===== src/rtl/tone_generator.sv =====
// Square-wave tone generator. A request latches the tone frequency, a
// 32-step restoring divider turns it into a half-period in clock cycles,
// and a phase counter then toggles the speaker every half-period.
module tone_generator #(
    parameter int unsigned CLK_HZ   = 50_000_000,
    parameter int unsigned MIN_FREQ = 20
) (
    input  logic        clk,
    input  logic        rst,
    input  logic        sound,
    input  logic [9:0]  frequency,
    output logic        speaker,
    output logic        playing,
    output logic [31:0] half_period
);

    typedef enum logic [1:0] {
        SILENT,
        CALC,
        PLAY
    } state_t;

    // Dividend of the half-period division: cycles in half a second.
    localparam logic [31:0] HALF_CLK = 32'(CLK_HZ / 2);

    state_t      state_q, state_d;
    logic [9:0]  freq_q, freq_d;
    logic [32:0] rem_q, rem_d;
    logic [31:0] quot_q, quot_d;
    logic [4:0]  idx_q, idx_d;
    logic [31:0] phase_q, phase_d;
    logic        speaker_q, speaker_d;
    logic [31:0] half_period_q, half_period_d;

    logic        valid;
    logic        freq_change;
    logic [33:0] rem_shift;
    logic        fits;
    logic [31:0] quot_next;

    assign valid       = sound && ({22'd0, frequency} >= MIN_FREQ);
    assign freq_change = (frequency != freq_q);

    // One restoring-divider step: shift in the next dividend bit and
    // subtract the divisor when it fits.
    assign rem_shift = {rem_q, HALF_CLK[idx_q]};
    assign fits      = (rem_shift >= {24'd0, freq_q});
    assign quot_next = quot_q | ({31'd0, fits} << idx_q);

    // Next-state and datapath decisions; every register holds unless told otherwise.
    always_comb begin
        // NOTE: every signal gets a default first so no path leaves it unassigned (no latch).
        state_d       = state_q;
        freq_d        = freq_q;
        rem_d         = rem_q;
        quot_d        = quot_q;
        idx_d         = idx_q;
        phase_d       = phase_q;
        speaker_d     = speaker_q;
        half_period_d = half_period_q;

        case (state_q)
            SILENT: begin
                speaker_d = 1'b0;
                if (valid) begin
                    freq_d  = frequency;
                    rem_d   = '0;
                    quot_d  = '0;
                    idx_d   = 5'd31;
                    state_d = CALC;
                end
            end

            CALC: begin
                speaker_d = 1'b0;
                if (!valid) begin
                    state_d = SILENT;
                end else if (freq_change) begin
                    freq_d = frequency;
                    rem_d  = '0;
                    quot_d = '0;
                    idx_d  = 5'd31;
                end else begin
                    rem_d  = fits ? 33'(rem_shift - {24'd0, freq_q}) : rem_shift[32:0];
                    quot_d = quot_next;
                    idx_d  = idx_q - 5'd1;
                    if (idx_q == 5'd0) begin
                        // A zero quotient would stall the phase compare; clamp to 1.
                        half_period_d = (quot_next == 32'd0) ? 32'd1 : quot_next;
                        phase_d       = '0;
                        speaker_d     = 1'b1;
                        state_d       = PLAY;
                    end
                end
            end

            PLAY: begin
                if (!valid) begin
                    speaker_d = 1'b0;
                    state_d   = SILENT;
                end else if (freq_change) begin
                    speaker_d = 1'b0;
                    freq_d    = frequency;
                    rem_d     = '0;
                    quot_d    = '0;
                    idx_d     = 5'd31;
                    state_d   = CALC;
                end else if (phase_q == half_period_q - 32'd1) begin
                    speaker_d = ~speaker_q;
                    phase_d   = '0;
                end else begin
                    phase_d = phase_q + 32'd1;
                end
            end

            default: begin
                speaker_d = 1'b0;
                state_d   = SILENT;
            end
        endcase
    end

    // State and datapath registers with synchronous reset.
    always_ff @(posedge clk) begin
        // NOTE: non-blocking assignments so all registers update from pre-edge values.
        if (rst) begin
            state_q       <= SILENT;
            freq_q        <= '0;
            rem_q         <= '0;
            quot_q        <= '0;
            idx_q         <= '0;
            phase_q       <= '0;
            speaker_q     <= 1'b0;
            half_period_q <= '0;
        end else begin
            state_q       <= state_d;
            freq_q        <= freq_d;
            rem_q         <= rem_d;
            quot_q        <= quot_d;
            idx_q         <= idx_d;
            phase_q       <= phase_d;
            speaker_q     <= speaker_d;
            half_period_q <= half_period_d;
        end
    end

    assign speaker     = speaker_q;
    assign playing     = (state_q == PLAY);
    assign half_period = half_period_q;

endmodule


===== config.mk =====
export PLATFORM = sky130hd
export DESIGN_NAME = tone_generator
export DESIGN_NICKNAME = d
export VERILOG_FILES = /design/src/rtl/tone_generator.sv
export SDC_FILE = /design/constraint.sdc
export NUM_CORES = 1
export LEC_CHECK = 0
export ABC_AREA = 1
export CORE_UTILIZATION = 50
export DETAILED_ROUTE_END_ITERATION = 12
export PLACE_DENSITY = 0.71
export SYNTH_ARGS = -nofsm -noshare
export SYNTH_HDL_FRONTEND = slang
export SYNTH_SLANG_ARGS = --single-unit

===== constraint.sdc =====
create_clock -name clk -period 2.15 [get_ports clk]
set_input_delay 0.645 -clock clk [delete_from_list [all_inputs] [get_ports clk]]
set_output_delay 0.645 -clock clk [all_outputs]
set_load 0.005 [all_outputs]

Yosys cells after proc, flatten, opt, wreduce, memory -nomap -nowiden. Memory sizes are Yosys's and may differ from the RTL's. A register that Yosys moved wholly into a read port is not among the register bits. Index checks and enable logic that the tools add are counted.

Equal/unequal tests: 17. Bitwise gates (word level): 3. Reductions and logical operators: 13. Add/sub/neg operators: 4. Shifts and indexed selects: 1. Order comparisons: 3. Mux-type cells: 48.

Operator list (number): 2-to-1 mux 32 bit (12); 2-to-1 mux 33 bit (6); case mux 33 bit (3 select lines) (1); case mux 32 bit (3 select lines) (1); case mux 32 bit (2 select lines) (1); 2-to-1 mux 5 bit (7); greater-or-equal comparator 34 x 10 -> 1 bit (1); subtractor 33 x 10 -> 33 bit (1); adder 32 x 1 -> 32 bit, second input constant (1); equality test 32 bit (1); logical NOT 32 bit (1); OR 32 bit (1); << shifter 1 x 5 -> 32 bit (1); subtractor 32 x 1 -> 32 bit, second input constant (1); 2-to-1 mux 10 bit (3); case mux 10 bit (2 select lines) (1); case mux 5 bit (3 select lines) (1); 2-to-1 mux 2 bit (6); AND reduction 4 bit (3); greater-or-equal comparator 10 x 5 -> 1 bit, second input constant (1); != test 10 bit (1); != test 2 bit, second input constant (5); != test 2 x 1 -> 1 bit, second input constant (4); 2-to-1 mux 1 bit (7); other kinds (18) (21).

Flip-flop bits (word level): 147. ROM bits: 32. Output and inout port bits: 34. Input bits: 13. Memories kept: 1. Word-level logic and storage cells: 98.

Memories: (no name shown) (depth 32, width 1, rd ports 1, clocked after memory_dff 1, write ports 0, line 46) `assign rem_shift = {rem_q, HALF_CLK[idx_q]};`.

Depth between registers and ports, before layout.
Depth in word-level cells: 8. Mapped depth: 20. Depth with buffers taken out: 19.

Least setup slack after synthesis. OpenSTA, ideal clock, no wires.

Path kind: register to register. Start: register rem_shift[0] (netlist name). End: register rem_q[21]. Required time: 2.022 ns. Stages on the path, launching flop included: 16. Period minus slack after synthesis: 2.284 ns. Path slack: -0.134 ns. Buffers on the path: 1. Arrival: 2.157 ns. Cell sequence: dfxtp_1 -> inv_1 -> ha_1 -> fa_1 -> inv_1 -> nand3_1 -> nand3_1 -> nor2_4 -> nand3_4 -> buf_6 -> o211ai_2 -> nor2_2 -> nand2_1 -> xor2_1 -> a22oi_1 -> nor2_1.

RTL lines: to (signal assigned) (line 138) `rem_q <= rem_d;`; to (decl) (line 28) `logic [32:0] rem_q, rem_d;`.

Final worst setup path.
Start: register freq_q[7]. End: register half_period_q[0], in the netlist half_period[0].

Cells in the longest elaborated chain, start to end: 5. Elaborated cells on any way between the ends: 8. Classes of those cells: order compare (1); eq/ne (1); shift (1); mux (1); bitwise (2); reduce/logical (2).

RTL lines: from (decl) (line 27) `logic [9:0] freq_q, freq_d;`; from (signal assigned) (line 137) `freq_q <= freq_d;`; greater-or-equal comparator 34 x 10 -> 1 bit (line 47) `assign fits = (rem_shift >= {24'd0, freq_q});`; << shifter 1 x 5 -> 32 bit (line 48) `assign quot_next = quot_q | ({31'd0, fits} << idx_q);`; OR 32 bit (line 48); logical NOT 32 bit (line 89) `half_period_d = (quot_next == 32'd0) ? 32'd1 : quot_next;`; 2-to-1 mux 32 bit (line 89); to (signal assigned) (line 143) `half_period_q <= half_period_d;`; to (decl) (line 33) `logic [31:0] half_period_q, half_period_d;`.

Several ways; a longest one is shown, not always the timed one. A chain may end at the register's enable or synchronous reset.

==> impl_metrics.py <==
metrics = {
    "run_status": {
        "status": "finished with violations",
        "violations": "setup timing",
    },
    "detailed_routing": {
        "vias": 11400,
        "detail_route.vias_per_cell": 5.54,
        "first_iter_violations": 939,
        "wl_per_cell_um": 16.3,
        "first_pass_iters": 6,
        "ant_nets": 0,
        "route.detailed.drc": 0,
        "routed_wl_mm": 33.4,
    },
    "timing": {
        "finalCritPeriodShare": 1.22,
        "fin_skew_ns": 0.00800,
        "worst_pin_slew_ns": 0.728,
        "rsz0062_at_grt": "yes",
        "setup_viol": 133,
        "max_freq_mhz": 381,
        "timing.final.crit_period_ns": 2.63,
        "setup_ws_ns": -0.475,
        "whs_ns": 0.470,
        "setup_tns_ns": -26.19,
        "finalHoldViolations": 0,
        "maxSlewHeadroom": 0.515,
        "slew_viol_final": 0,
    },
    "worst_setup_path": {
        "crit_required_ns": 2.47,
        "cp_top_family": "simple AND/OR/NAND/NOR gates",
        "worst_path_most_repeated_cell": "nand3_1",
        "cp_slowest_stage_delay_ns": 0.33,
        "rr_startpoint": "freq_q[7]",
        "path_cells": "inv_2 -> ha_4 -> nand2_2 -> nor2_4 -> nand3_2 -> nor2_4 -> nand3_4 -> nand3_4 -> nand3_1 -> nor2_2 -> buf_4 -> nand3_1 -> nand3_1 -> nor2_1 -> nand2_1 -> nor2_1 -> nand2_1 -> a21oi_2",
        "path_buf_inv": 2,
        "timing.rr.end": "half_period[0]",
        "reg2reg_setup_slack_ns": -0.48,
        "end_kind": "flip-flop",
        "critPathMaxFanout": 5,
        "critical_path_class": "reg2reg",
        "cp_slowest_cell": "dfxtp_2",
        "cp.arrival_ns": 2.94,
        "reg2reg_depth": 18,
        "startpoint_type": "flip-flop",
    },
    "layout": {
        "area_growth_pct": 45.3,
        "multi_input_area_um2": 6830,
        "drive_above_1_share": 0.329,
        "fill_cells": 1430,
        "regArea_um2": 3000,
        "fin_nets": 1808,
        "instances_no_fill": 2054,
        "antenna_cells": 0,
    },
    "place": {
        "portBuffers": 46,
        "gp_congestion": 0.915,
        "hpwl_mm": 22.2,
        "dp_cells": 1990,
    },
    "synthesis": {
        "synthSimpleGateAreaFrac": 0.342,
        "syn-num-nets": 1500,
        "synth_top_family_by_area": "simple AND/OR/NAND/NOR gates",
        "yosys_warnings": 0,
        "syn_area_um2": 9870,
        "syn_area_per_cell_um2": 6.73,
        "synthAdderAreaFrac": 0.0248,
        "synth_compound_area_frac": 0.142,
        "muxShareOfSynthArea": 0,
        "ys_types": 55,
        "synth_xor_area_frac": 0.0914,
        "ys_ff_latch": 148,
        "synthCells": 1468,
        "ys_seq_area_frac": 0.300,
    },
    "min_path": {
        "hold_depth": 2,
        "hp-class": "reg2reg",
        "hp-start": "quot_q[8]",
        "worstHoldEndpoint": "quot_q[8]",
    },
    "power_and_ir_drop": {
        "p_leak_nw": 6.23,
        "peakVddDrop_uv": 567,
        "power_density_nw_per_um2": 720,
    },
    "grt": {
        "antenna_found_initial": 0,
        "grt_usage": 0.329,
        "grt_overflow": 0,
        "grt_pass1_wl_mm": 53.0,
        "first_global_vias": 11000,
        "grt_max_degree": 128,
    },
    "clock_network": {
        "htreeDepth": 4,
        "cts_hold_buf": 0,
        "clock-root-buffer": "clkbuf_16",
        "cts.sinks": 148,
        "numCtsBuffers": 17,
        "path_clk_slew_ns": 0.07,
        "clock_latency_ns": 0.43,
        "cts.path.max_buffers": 2,
        "cts_tree": "built",
    },
    "die": {
        "io_pins": 47,
        "die-area_um2": 20300,
        "die_w_um": 143,
        "die_height_um": 143,
        "core_um2": 19400,
        "initial_core_util": 0.509,
        "row_count": 51,
    },
    "job": {
        "maxCapViolations": 0,
    },
}
-- cells by family after synthesis --
logic type | after synthesis
buf+inv | 229
compound gates | 242
simple gates | 727
xor+xnor | 103
flops | 148
fa+ha+maj | 19
-- cell usage after synthesis (all sizes together) --
library cell,number,area [um^2]
o21bai,1,7.51
a32oi,1,8.76
nor2,215,885
a211oi,16,120
nor4,17,113
fa,1,20.0
inv,160,601
or2,6,37.5
buf,30,211
nor3,35,235
xor2,71,622
dfxtp,148,2960
nand3b,5,37.5
a21boi,3,22.5
a31oi,2,12.5
a221oi,16,140
clkinv,1,3.75
nand4,61,407
o22ai,2,12.5
a21oi,124,628
a22oi,7,52.6
nand2,305,1180
a2111oi,1,27.5
a21o,1,7.51
and2,1,6.26
clkdlybuf4s50,1,11.3
nand2b,1,6.26
nand3,74,415
clkbuf,34,128
xnor2,32,280
nor3b,7,52.6
dlygate4sd1,2,17.5
ha,18,225
o21ai,61,305
dlygate4sd3,1,10.0
o211ai,7,57.6
-- power by group --
group          switching, W  internal, W  total, W  leakage (nW)
clock               0.00128      0.00176   0.00305         0.276
combinational       0.00255      0.00176   0.00431          4.75
sequential         0.000108      0.00286   0.00297          1.21
-- worst min-delay path: cells and delay by family (launching register included) --
family | cells | cell delay (ns)
DFF | 1 | 0.31
and+or+nand+nor | 1 | 0.06
AOI/OAI and AO/OA | 1 | 0.06
-- timing repair --
action | 4_1_cts | 5_1_grt
endpoints found under the setup margin | 151 | 151
pin swaps | 84 | 46
setup buffers | 28 | 6
resized for setup | 180 | 80
cloned | 2 | 1
-- how the worst max path moves through the flow --
stage | from | endpoint | slack (ns) | cells past startpoint
6_report | freq_q[7] | half_period[0] | -0.48 | 18
5_1_grt | rem_shift[0] | rem_q[12] | -0.55 | 17
4_1_cts | rem_shift[0] | rem_q[24] | -0.35 | 17
3_5_place_dp | frequency[4] | rem_shift[0] | -0.76 | 14
3_3_place_gp | frequency[1] | rem_shift[0] | -0.68 | 17
2_1_floorplan | frequency[7] | phase_q[19] | -0.05 | 9
-- state kept, by name, summed over array words and instances (netlist names) --
| register | flops |
|---|---|
| phase_q | 32 |
| idx_q | 5 |
| rem_shift | 1 |
| quot_q | 32 |
| state_q | 2 |
| half_period | 32 |
| rem_q | 33 |
| speaker | 1 |
| freq_q | 10 |
-- per-layer routing --
layer	vias to the layer above	global-route usage	routed length (um)
li1	5468	-	-
met2	483	0.564	16100
met1	5317	0.405	13800
met4	0	0.126	1090
met3	105	0.0636	2460
met5	-	0	0
-- placed cells by master, fill, tap and decap left out, types with 6 or more instances in the layout --
cell / synthesis / layout
dfxtp_2: 0 / 22
nor2_1: 194 / 166
a211oi_1: 16 / 10
nor2_4: 5 / 15
o211ai_1: 6 / 6
nand2_4: 3 / 11
a21oi_1: 122 / 103
xnor2_1: 32 / 31
inv_1: 152 / 137
nand2_2: 7 / 24
ha_4: 0 / 11
nand2_1: 295 / 270
xor2_1: 71 / 70
nor2_2: 16 / 34
a221oi_2: 0 / 8
nand3_1: 68 / 54
ha_1: 18 / 6
a221oi_1: 16 / 8
a21oi_2: 2 / 16
nand3_2: 4 / 14
a22oi_2: 0 / 6
nand4_1: 57 / 57
buf_4: 3 / 279
nor3_1: 28 / 25
clkbuf_16: 0 / 18
nor4_1: 16 / 12
buf_6: 9 / 21
o21ai_0: 51 / 26
nand3_4: 2 / 7
buf_12: 0 / 8
o21ai_2: 0 / 8
nor3_4: 4 / 7
dlygate4sd2_1: 0 / 6
clkdlybuf4s50_1: 0 / 34
dfxtp_1: 148 / 124
o21ai_1: 10 / 27
inv_2: 8 / 18
a211oi_2: 0 / 6
-- through the flow --
step	util	cell area [um^2]	total power [W]	setup slack, ns
floorplan	-	10100	0.00505	-0.0480
global placement	0.652	12600	0.00624	-0.684
detailed placement	0.652	12600	0.00629	-0.759
CTS	0.724	14000	0.00992	-0.355
global route	0.739	14300	0.0108	-0.546
finish	0.739	14300	0.0103	-0.475
-- layout make-up --
cell class                 instances  area share
clock inverter                    12      0.0101
tap                              265      0.0231
timing repair buffer             355       0.207
clock buffer                      20      0.0311
sequential                       148       0.209
inverter                         161      0.0430
multi-input combinational       1093       0.476
No activity file was read; power rests on OpenSTA's default activity.
